### config.mk
export PLATFORM = sky130hd
export DESIGN_NAME = serializador_w
export DESIGN_NICKNAME = d
export VERILOG_FILES = /design/src/rtl/serializador_w.sv
export SDC_FILE = /design/constraint.sdc
export NUM_CORES = 1
export LEC_CHECK = 0
export CORE_UTILIZATION = 37
export CTS_CLUSTER_SIZE = 8
export DETAILED_ROUTE_END_ITERATION = 8
export GPL_TIMING_DRIVEN = 0
export HOLD_SLACK_MARGIN = 0.12
export PLACE_DENSITY_LB_ADDON = 0.08
export SLEW_MARGIN = 25
export SYNTH_ARGS = -nofsm -noshare
export SYNTH_HDL_FRONTEND = slang
export SYNTH_SLANG_ARGS = --single-unit
### constraint.sdc
create_clock -name clk -period 1.4 [get_ports clk]
set_input_delay 0.21 -clock clk [delete_from_list [all_inputs] [get_ports clk]]
set_output_delay 0.21 -clock clk [all_outputs]
set_load 0.01 [all_outputs]
### src/rtl/serializador_w.sv
// Parallel-to-serial front end for the sequence detector: takes a word over a
// valid/ready handshake and plays it out one bit per clock on w, with stall.
module serializador_w #(
  parameter int WIDTH      = 8,
  parameter bit MSB_FIRST  = 1'b1,
  parameter bit IDLE_LEVEL = 1'b0
) (
  input  logic             clk,
  input  logic             rst_n,
  input  logic [WIDTH-1:0] data_in,
  input  logic             load_valid,
  output logic             load_ready,
  input  logic             hold,
  output logic             w,
  output logic             w_valid,
  output logic             busy,
  output logic             done
);

  localparam int CNT_W = (WIDTH > 1) ? $clog2(WIDTH) : 1;
  localparam logic [CNT_W-1:0] LAST = CNT_W'(WIDTH - 1);

  typedef enum logic [1:0] {IDLE, SHIFT, DONE} state_t;

  state_t           state, state_d;
  logic [WIDTH-1:0] shreg, shreg_d, shifted;
  logic [CNT_W-1:0] cnt, cnt_d;
  logic             w_d;

  // The bit that goes on the line next always sits at the head of shreg.
  function automatic logic head(input logic [WIDTH-1:0] v);
    return MSB_FIRST ? v[WIDTH-1] : v[0];
  endfunction

  // NOTE: every signal written here gets a default first so no path leaves it
  // unassigned; otherwise synthesis infers a latch.
  always_comb begin
    state_d = state;
    shreg_d = shreg;
    cnt_d   = cnt;
    w_d     = w;
    shifted = MSB_FIRST ? (shreg << 1) : (shreg >> 1);
    case (state)
      IDLE: begin
        if (load_valid) begin
          state_d = SHIFT;
          shreg_d = data_in;
          cnt_d   = '0;
          w_d     = head(data_in);
        end
      end
      SHIFT: begin
        if (!hold) begin
          if (cnt == LAST) begin
            state_d = DONE;
            shreg_d = '0;
            cnt_d   = '0;
            w_d     = IDLE_LEVEL;
          end else begin
            state_d = SHIFT;
            shreg_d = shifted;
            cnt_d   = cnt + 1'b1;
            w_d     = head(shifted);
          end
        end
      end
      DONE:    state_d = IDLE;
      default: state_d = IDLE;
    endcase
  end

  // NOTE: state uses non-blocking assignments so every register samples the
  // pre-edge values, independent of statement order or other processes.
  // The shift register is small datapath state, so it is reset along with the
  // control; a mid-word reset then leaves no stale bits behind.
  always_ff @(posedge clk or negedge rst_n) begin
    if (!rst_n) begin
      state <= IDLE;
      shreg <= '0;
      cnt   <= '0;
      w     <= IDLE_LEVEL;
    end else begin
      state <= state_d;
      shreg <= shreg_d;
      cnt   <= cnt_d;
      w     <= w_d;
    end
  end

  // Status flags decode straight from the state register: no input reaches an
  // output without passing through a flop.
  assign load_ready = (state == IDLE);
  assign w_valid    = (state == SHIFT);
  assign busy       = (state != IDLE);
  assign done       = (state == DONE);

endmodule

==> results.py, run 1 <==
metrics = {
    "drt": {
        "drc_errors": 0,
        "first_pass_iters": 4,
        "drt-initial-drc-count": 7,
        "finalWirelength_um": 1740,
        "drt-wirelength-per-cell_um": 13.5,
        "avgViaCountPerCell": 4.98,
        "ant_nets": 0,
        "num_vias": 642,
    },
    "grt": {
        "antenna_found_initial": 0,
        "grt_pass1_wl_um": 2690,
        "grt_pass1_vias": 560,
        "grt_max_degree": 14,
        "grt_use_total_pct": 17.6,
        "gr-total-overflow": 0,
    },
    "flow_run": {
        "drv_cap": 0,
    },
    "synthesis": {
        "synthesis.area_sq_um": 742,
        "synthTopCellsByArea": "dfrtp_1, mux2i_1, and4bb_1",
        "synth_seq_cells": 13,
        "yosysTopAreaCell": "dfrtp_1",
        "ys.flop_type": "dfrtp_1",
        "synthArstFlopShare_pct": 100,
        "synth.distinct_cells": 22,
        "ys_seq_area_share_pct": 43.8,
        "netlist_top_cells_count": "dfrtp_1, inv_1, a21oi_1",
        "syn_area_per_cell_sq_um": 10.6,
        "synth.top_cell.area_share_pct": 43.8,
        "ys_warn_count": 0,
        "synthCells": 70,
        "syn-num-nets": 84,
        "synth_edf_count": 0,
    },
    "timing": {
        "fin_ws_ns": -0.0300,
        "finalCriticalPeriod_ns": 1.43,
        "final.setup.tns_ns": -0.0547,
        "grt_setup_unrepaired": "yes",
        "maxSlewHeadroom_pct": 58.9,
        "fmax_mhz": 699,
        "tightest_slew_ns": 0.615,
        "slew_violations": 0,
        "finalHoldViolCount": 0,
        "setup_viol": 4,
        "skew_ns": 0.00116,
        "period_share_pct": 102,
    },
    "setup_path": {
        "crit_type": "reg2out",
        "cp-start-kind": "flip-flop",
        "arrival_ns": 1.22,
        "cp-startpoint": "state[0]",
        "r2r_start": "state[0]",
        "cp_slowest_stage_delay_ns": 0.43,
        "crit_family": "flip-flops",
        "cp_max_fo": 4,
        "cp.required_ns": 1.19,
        "cp_cell_sequence": "buf_6 -> or2_1 -> inv_1 -> buf_2",
        "cp.depth": 4,
        "cp_num_buf_inv": 3,
        "crit_slowest_cell": "dfrtp_1",
        "crit_path_end_kind": "output pin",
        "worstRegToRegCells": 4,
    },
    "layout": {
        "syn_to_final_growth_pct": 49.4,
        "antenna_cells": 0,
        "design_area_sq_um": 1110,
        "final_layout_size_suffix_gt1_share_pct": 33.7,
        "final_nets": 119,
    },
    "place": {
        "port_buffers": 16,
        "place.gp.congestion": 0.668,
        "post-dp-hpwl_um": 975,
        "dpl-instance-area_sq_um": 933,
    },
    "floorplan": {
        "num_rows": 15,
        "die_w_um": 46.8,
        "dieArea_sq_um": 2190,
        "die_h_um": 46.8,
        "coreArea_sq_um": 1800,
        "initial_core_util_pct": 41.2,
        "pin_count": 17,
    },
    "min_path": {
        "hp-class": "in2async",
    },
    "clock_network": {
        "h-tree-depth": 1,
        "clock_latency_ns": 0.28,
        "cts_made_buffers": 3,
        "cts_tree": "built",
        "cts_root_buffer": "clkbuf_4",
        "clkTransAtPathRegs_ns": 0.08,
        "cts_max_path_buffers": 2,
        "cts.sinks": 13,
    },
    "outcome": {
        "violations": "setup timing",
        "status": "finished, violations left",
    },
    "pwr": {
        "powerDensity_nw_per_um2": 1940,
        "irDropWorstVdd_uv": 1090,
        "leakagePower_nw": 0.537,
    },
}
## per-stage QoR
step / total power, mW / util [%] / cells / setup slack [ns] / hold slack (ns)
floorplan: 1.28 / - / 70 / 0.0765 / -0.0856
global placement: 1.56 / 51.8 / 111 / -0.372 / 0.495
detailed placement: 1.57 / 51.8 / 111 / -0.362 / 0.504
CTS: 2.07 / 59.4 / 126 / -0.0260 / 0.332
global route: 2.31 / 61.5 / 129 / -0.0949 / 0.365
finish: 2.15 / 61.5 / 129 / -0.0300 / 0.311
## worst register-to-register path: cells and delay by family (launching register included)
kind,cells,cell delay [ns]
and+or+nand+nor,1,0.14
muxes,1,0.33
DFF,1,0.43
AOI/OAI and AO/OA,1,0.24
buffers and inverters,1,0.16
## cell type report
cell class	instances	area (sq um)
Fill cell	175	693
Multi-Input combinational cell	41	383
Sequential cell	13	327
Timing Repair Buffer	30	259
Inverter	13	48.8
Buffer	3	33.8
Tap cell	25	31.3
Clock buffer	4	26.3
## power breakdown
group	internal, mW	switching [mW]	total, mW
clock	0.111	0.131	0.242
combinational	0.753	0.529	1.28
sequential	0.529	0.0969	0.626
total	1.39	0.757	2.15
## layer usage
layer  part of all wire [%]  vias to the layer above  wire length (um)  global-route usage [%]
met3                    4.7                        2                81                    5.77
met1                     48                      314               831                    24.4
met2                     47                       15               816                    28.1
li1                       -                      311                 -                       -
met5                      0                        -                 0                       0
met4                   0.35                        0                 6                    1.71
## repair_timing
| item | in CTS | in global routing |
|---|---|---|
| endpoints found under the hold margin | 0 | 0 |
| setup endpoints to repair | 12 | 12 |
| hold buffers | 0 | 0 |
| resized for setup | 25 | 6 |
| buffers inserted | 11 | 3 |
| pin swaps | 1 | 0 |
## cells by family after synthesis
logic type,Yosys count,synth area share [%]
flip-flops,13,43.8
AND/OR/NAND/NOR,16,18.2
AO/OA/AOI/OAI,15,13.8
buffers and inverters,16,8.60
multiplexers,8,12.1
adder cells (fa/ha/maj),2,3.37
## worst paths after layout
path / end / slack (ns)
max in group asynchronous: state[1] / 0.66
min in group clk: w / 0.52
setup / recovery: load_ready / -0.03
hold reg to reg: w / 0.52
setup reg to reg: shreg[4] / -0.01
hold / removal: shreg[1] / 0.31
## flip-flops by register name, indices dropped and copies added, names as in the netlist
signal  count
shreg       7
cnt         3
state       2
w           1
## placed cells by master, fill, tap and decap left out, types with 2 or more instances in the layout
master,instances
inv_1,13
dfrtp_1,12
clkdlybuf4s50_1,11
buf_4,11
a21oi_1,8
buf_6,6
mux2i_1,6
and4bb_1,4
clkbuf_4,3
buf_2,3
nand2b_4,2
nand2_1,2
mux2_4,2
nor3_1,2
o2bb2ai_1,2
and4bb_2,2
(Power assumes the default switching activity.)
==> run 2, diff against run 1 <==
ABC_AREA = 1   (was default)
==> run 2 against run 1 <==
Compared with the run above: the flow now finishes without violations; register-to-register slack better by 0.15 ns; count of clock-buffer cells in the layout is the same; critical path depth decreased by 1; clock skew grew 0.00069 ns; combinational power shrank 42%; global-route usage fell by 0.084 points; first-iteration DRC count rose by 71%; sequential cell count unchanged; critical endpoint is now busy; highest routed layer unchanged.
==> results.py, run 2 <==
metrics = {
    "clock_network": {
        "cts_root_buffer": "clkbuf_4",
        "cts.sinks": 13,
        "cts_hold_buf": 0,
        "h-tree-depth": 1,
        "clock_latency_ns": 0.27,
        "clkTransAtPathRegs_ns": 0.08,
        "cts_made_buffers": 3,
        "cts_max_path_buffers": 2,
        "cts_tree": "built",
    },
    "layout": {
        "final_layout_size_suffix_gt1_share_pct": 19.7,
        "reg.largest.list": "shreg: 7 flops, cnt: 3 flops, state: 2 flops",
        "layout_commonest_cell": "nand2_1",
        "n_fill_cell": 186,
        "seq_area_sq_um": 325,
        "multiInputGateArea_sq_um": 365,
        "top_register": "shreg",
        "antenna_cells": 0,
        "final_nets": 142,
        "syn_to_final_growth_pct": 32.6,
        "design_area_sq_um": 997,
        "largest_register_ffs": 7,
        "final_cell_count_no_fill": 152,
        "final_cell_mix": "nand2_1, inv_1, dfrtp_1",
    },
    "pwr": {
        "irDropWorstVdd_uv": 887,
        "p_int_mw": 0.963,
        "p_switching_mw": 0.621,
        "p_comb_share_pct": 47.0,
        "p_total_mw": 1.58,
        "leakagePower_nw": 0.548,
        "powerDensity_nw_per_um2": 1590,
        "power_frac_clock_pct": 14.7,
        "p_seq_share_pct": 38.3,
        "p_sw_share_pct": 39.2,
    },
    "drt": {
        "drt-wirelength-per-cell_um": 10.2,
        "finalWirelength_um": 1550,
        "drc_errors": 0,
        "drt-initial-drc-count": 12,
        "avgViaCountPerCell": 4.36,
        "first_pass_iters": 4,
        "ant_nets": 0,
        "num_vias": 662,
    },
    "synthesis": {
        "synthesis.area_sq_um": 752,
        "ys_warn_count": 0,
        "synth_edf_count": 0,
        "syn-num-nets": 118,
        "synth.distinct_cells": 16,
        "yosysTopAreaCell": "dfrtp_1",
        "yosysMostFrequentCell": "nand2_1",
        "synth.top_cell.area_share_pct": 43.3,
        "netlist_top_cells_count": "nand2_1, inv_1, dfrtp_1",
        "synth_seq_cells": 13,
        "syn_area_per_cell_sq_um": 7.23,
        "ys.flop_type": "dfrtp_1",
        "synthCells": 104,
        "synthArstFlopShare_pct": 100,
        "ys_seq_area_share_pct": 43.3,
        "synthTopCellsByArea": "dfrtp_1, nand2_1, inv_1",
    },
    "grt": {
        "gr-total-overflow": 0,
        "grt_pass1_wl_um": 2630,
        "antenna_found_initial": 0,
        "grt_use_total_pct": 17.5,
        "grt_max_degree": 14,
        "grt_pass1_vias": 570,
    },
    "timing": {
        "tightest_slew_ns": 0.625,
        "final.setup.tns_ns": 0,
        "period_share_pct": 94.0,
        "hold_slack_ns": 0.323,
        "skew_ns": 0.00184,
        "finalHoldViolCount": 0,
        "fmax_mhz": 760,
        "slew_violations": 0,
        "finalCriticalPeriod_ns": 1.32,
        "grt_setup_unrepaired": "no",
        "setup_viol": 0,
        "maxSlewHeadroom_pct": 58.2,
    },
    "outcome": {
        "status": "completed",
    },
    "setup_path": {
        "crit_slowest_cell": "dfrtp_1",
        "cp.required_ns": 1.19,
        "cp_slowest_stage_delay_ns": 0.42,
        "cp_cell_sequence": "nor2_2 -> inv_1 -> clkdlybuf4s15_1",
        "crit_path_end_kind": "output pin",
        "cp-start-kind": "flip-flop",
        "arrival_ns": 1.11,
        "crit_type": "reg2out",
        "cp_max_fo": 4,
    },
    "floorplan": {
        "die_h_um": 47.1,
        "coreArea_sq_um": 1820,
        "num_rows": 15,
        "dieArea_sq_um": 2220,
        "die_w_um": 47.1,
        "initial_core_util_pct": 41.3,
        "pin_count": 17,
    },
    "place": {
        "post-dp-hpwl_um": 1060,
        "dpl-instance-area_sq_um": 943,
        "place_inst": 145,
        "place.gp.congestion": 0.685,
        "port_buffers": 16,
    },
    "min_path": {
        "hp-class": "in2async",
    },
    "flow_run": {
        "drv_cap": 0,
    },
}
-- run 2: cell count changes after synthesis, moves of 4 or more --
cell,delta
nand2_1,+47
a21oi_1,-7
and4bb_1,-4
nor2_1,+9
o21ai_2,+5
mux2i_1,-6
-- run 2: what timing repair did --
action / 4_1_cts / 5_1_grt
resized for setup: 8 / 8
buffers inserted: 4 / 0
setup endpoints to repair: 4 / 14
pin swaps: 2 / 1
-- run 2: final cells by class --
class,instances,area share [%]
Buffer,1,1.51
Clock buffer,4,2.63
Inverter,15,5.65
Multi-Input combinational cell,74,36.6
Sequential cell,13,32.6
Tap cell,25,3.14
Timing Repair Buffer,20,17.8
-- run 2: critical path: cells and delay by family (launching register included) --
family	cells	cell delay (ns)
flip-flops	1	0.42
buffers and inverters	2	0.27
AND/OR/NAND/NOR	1	0.15
-- run 2: routing by layer --
layer / vias to the layer above / share of wire (%) / GRT usage [%] / wire length (um)
met2: 16 / 48 / 25.3 / 735
met3: 2 / 4.1 / 4.62 / 63
met1: 293 / 48 / 25.0 / 735
met5: - / 0 / 0 / 0
li1: 351 / - / - / -
met4: 0 / 0.78 / 6.86 / 12
-- run 2: cell families (layout without fill, tap and decap cells) --
| kind of cell | Yosys count | in the layout | synth area share [%] |
|---|---|---|---|
| AO/OA/AOI/OAI | 7 | 7 | 7.15 |
| adder cells (fa/ha/maj) | 2 | 2 | 3.33 |
| buffers and inverters | 17 | 40 | 10.1 |
| flip-flops | 13 | 13 | 43.3 |
| AND/OR/NAND/NOR | 65 | 65 | 36.1 |
-- run 2: power groups by stage --
stage                     sequential [mW]  clock, mW  combinational, mW
after floorplan                     0.607          0              0.502
after global placement              0.612          0              0.695
after detailed placement            0.616          0              0.713
after CTS                           0.604      0.241              0.753
after global routing                0.626      0.264              0.868
final                               0.607      0.233              0.744
-- run 2: path summary, 6_finish.rpt --
kind,startpoint,end,slack (ns),cells after the start
min in group clk,shreg[4],shreg[4],0.48,2
min,rst_n,state[0],0.32,1
max,state[1],busy,0.08,3
min reg2reg,shreg[4],shreg[4],0.48,2
max reg2reg,state[0],shreg[1],0.14,6
max in group asynchronous,rst_n,shreg[2],0.68,1
-- run 2: stage by stage --
stage,utilization (%),setup slack (ns)
4_1_cts,54.9,0.00904
3_5_place_dp,51.8,-0.138
5_1_grt,54.8,0.0426
2_1_floorplan,-,0.167
3_3_place_gp,51.8,-0.146
6_report,54.8,0.0845
==> run 3, diff against run 2 <==
CORE_MARGIN = 2   (was default)
GPL_TIMING_DRIVEN = default   (was 0)
==> run 3 against run 2 <==
Compared with the run above: first-iteration DRC count is 92% lower; register-to-register slack worse by 0.03 ns; critical path depth stayed put; sequential share of layout area is 0.64 points lower; final cell count is 2.6% higher; maximum frequency is 3.9% lower; count of clock-buffer cells in the layout stayed put; clock power is 2% lower; combinational power is 0.9% lower; critical path type unchanged.
==> results.py, run 3 (synthesis results as in run 2) <==
metrics = {
    "outcome": {
        "status": "completed",
    },
    "clock_network": {
        "cts_hold_buf": 0,
        "clock_latency_ns": 0.27,
        "cts_root_buffer": "clkbuf_4",
        "cts_tree": "built",
        "cts.sinks": 13,
        "cts_max_path_buffers": 2,
        "h-tree-depth": 1,
        "cts_made_buffers": 3,
        "clkTransAtPathRegs_ns": 0.08,
    },
    "drt": {
        "first_pass_iters": 4,
        "drc_errors": 0,
        "num_vias": 665,
        "drt-wirelength-per-cell_um": 10.1,
        "avgViaCountPerCell": 4.26,
        "finalWirelength_um": 1580,
        "ant_nets": 0,
        "drt-initial-drc-count": 1,
    },
    "timing": {
        "maxSlewHeadroom_pct": 84.6,
        "slew_violations": 0,
        "period_share_pct": 97.8,
        "grt_setup_unrepaired": "yes",
        "skew_ns": 0.000823,
        "setup_viol": 0,
        "fmax_mhz": 730,
        "hold_slack_ns": 0.235,
        "finalHoldViolCount": 0,
        "tightest_slew_ns": 0.230,
        "final.setup.tns_ns": 0,
        "finalCriticalPeriod_ns": 1.37,
        "fin_ws_ns": 0.0304,
    },
    "pwr": {
        "irDropWorstVdd_uv": 794,
        "leakagePower_nw": 0.560,
        "p_total_mw": 1.58,
        "powerDensity_nw_per_um2": 1550,
    },
    "setup_path": {
        "crit_path_end_kind": "output pin",
        "crit_slowest_cell": "dfrtp_2",
        "arrival_ns": 1.16,
        "crit_type": "reg2out",
        "cp-start-kind": "flip-flop",
        "worstRegToRegCells": 6,
        "cp_max_fo": 4,
        "rrSetupSlack_ns": 0.11,
        "cp_slowest_stage_delay_ns": 0.44,
        "cp_cell_sequence": "nor2_4 -> inv_1 -> dlygate4sd2_1",
        "cp.required_ns": 1.19,
    },
    "layout": {
        "final_nets": 144,
        "layout_commonest_cell": "nand2_1",
        "fin_util_pct": 52.6,
        "reg.largest.list": "shreg: 7 flops, cnt: 3 flops, state: 2 flops",
        "syn_to_final_growth_pct": 35.8,
        "largest_register_ffs": 7,
        "final_cell_mix": "nand2_1, inv_1, dfrtp_1",
        "antenna_cells": 0,
        "final_cell_count_no_fill": 156,
        "top_register": "shreg",
        "n_fill_cell": 213,
        "final_layout_size_suffix_gt1_share_pct": 20.2,
        "design_area_sq_um": 1020,
    },
    "floorplan": {
        "die_w_um": 49.1,
        "pin_count": 17,
        "dieArea_sq_um": 2410,
        "die_h_um": 49.1,
        "initial_core_util_pct": 38.7,
        "coreArea_sq_um": 1940,
        "num_rows": 16,
    },
    "grt": {
        "grt_pass1_vias": 674,
        "grt_use_total_pct": 15.0,
        "antenna_found_initial": 0,
        "gr-total-overflow": 0,
        "grt_max_degree": 16,
        "grt_pass1_wl_um": 2780,
    },
    "place": {
        "place.gp.congestion": 0.721,
        "place_inst": 150,
        "port_buffers": 16,
        "post-dp-hpwl_um": 1110,
        "dpl-instance-area_sq_um": 963,
        "post-place-ws_ns": -0.0274,
    },
    "min_path": {
        "hp-class": "in2async",
    },
    "flow_run": {
        "drv_cap": 0,
    },
}
==> run 3: final timing paths <==
check	startpoint	to
max	state[1]	busy
min	rst_n	shreg[0]
max reg2reg	state[0]	shreg[2]
min reg2reg	shreg[5]	shreg[5]
max in group asynchronous	rst_n	state[1]
min in group clk	shreg[5]	shreg[5]
==> run 3: area by class of cell <==
cell class              instances  area (sq um)  share of cell area [%]
multi-input cells              74           368                    36.0
inverters                      15          56.3                    5.51
repair buffers                 23           210                    20.6
clock buffers                   4          26.3                    2.57
well taps                      27          33.8                    3.31
flip-flops and latches         13           327                    32.0
==> run 3: what timing repair did <==
action / 4_1_cts / 5_1_grt
setup endpoints to repair: 5 / 4
setup buffers: 2 / 0
resized for setup: 9 / 5
==> run 3: per-layer routing <==
metal / GRT usage (%) / part of all wire [%] / vias to the layer above
met2: 27.0 / 48 / 13
met1: 18.0 / 49 / 292
li1: - / - / 358
met5: 0 / 0 / -
met4: 5.71 / 0.89 / 0
met3: 1.84 / 2.2 / 2
==> run 3: where the power goes <==
group          leakage [nW]  switching, mW  internal [mW]
clock                0.0150          0.119          0.110
sequential            0.165         0.0920          0.523
combinational         0.380          0.410          0.327
==> run 3: worst max-delay path: cells and delay by family (launching register included) <==
family,cells,cell delay [ns]
DFF,1,0.44
buffers and inverters,2,0.32
and+or+nand+nor,1,0.13
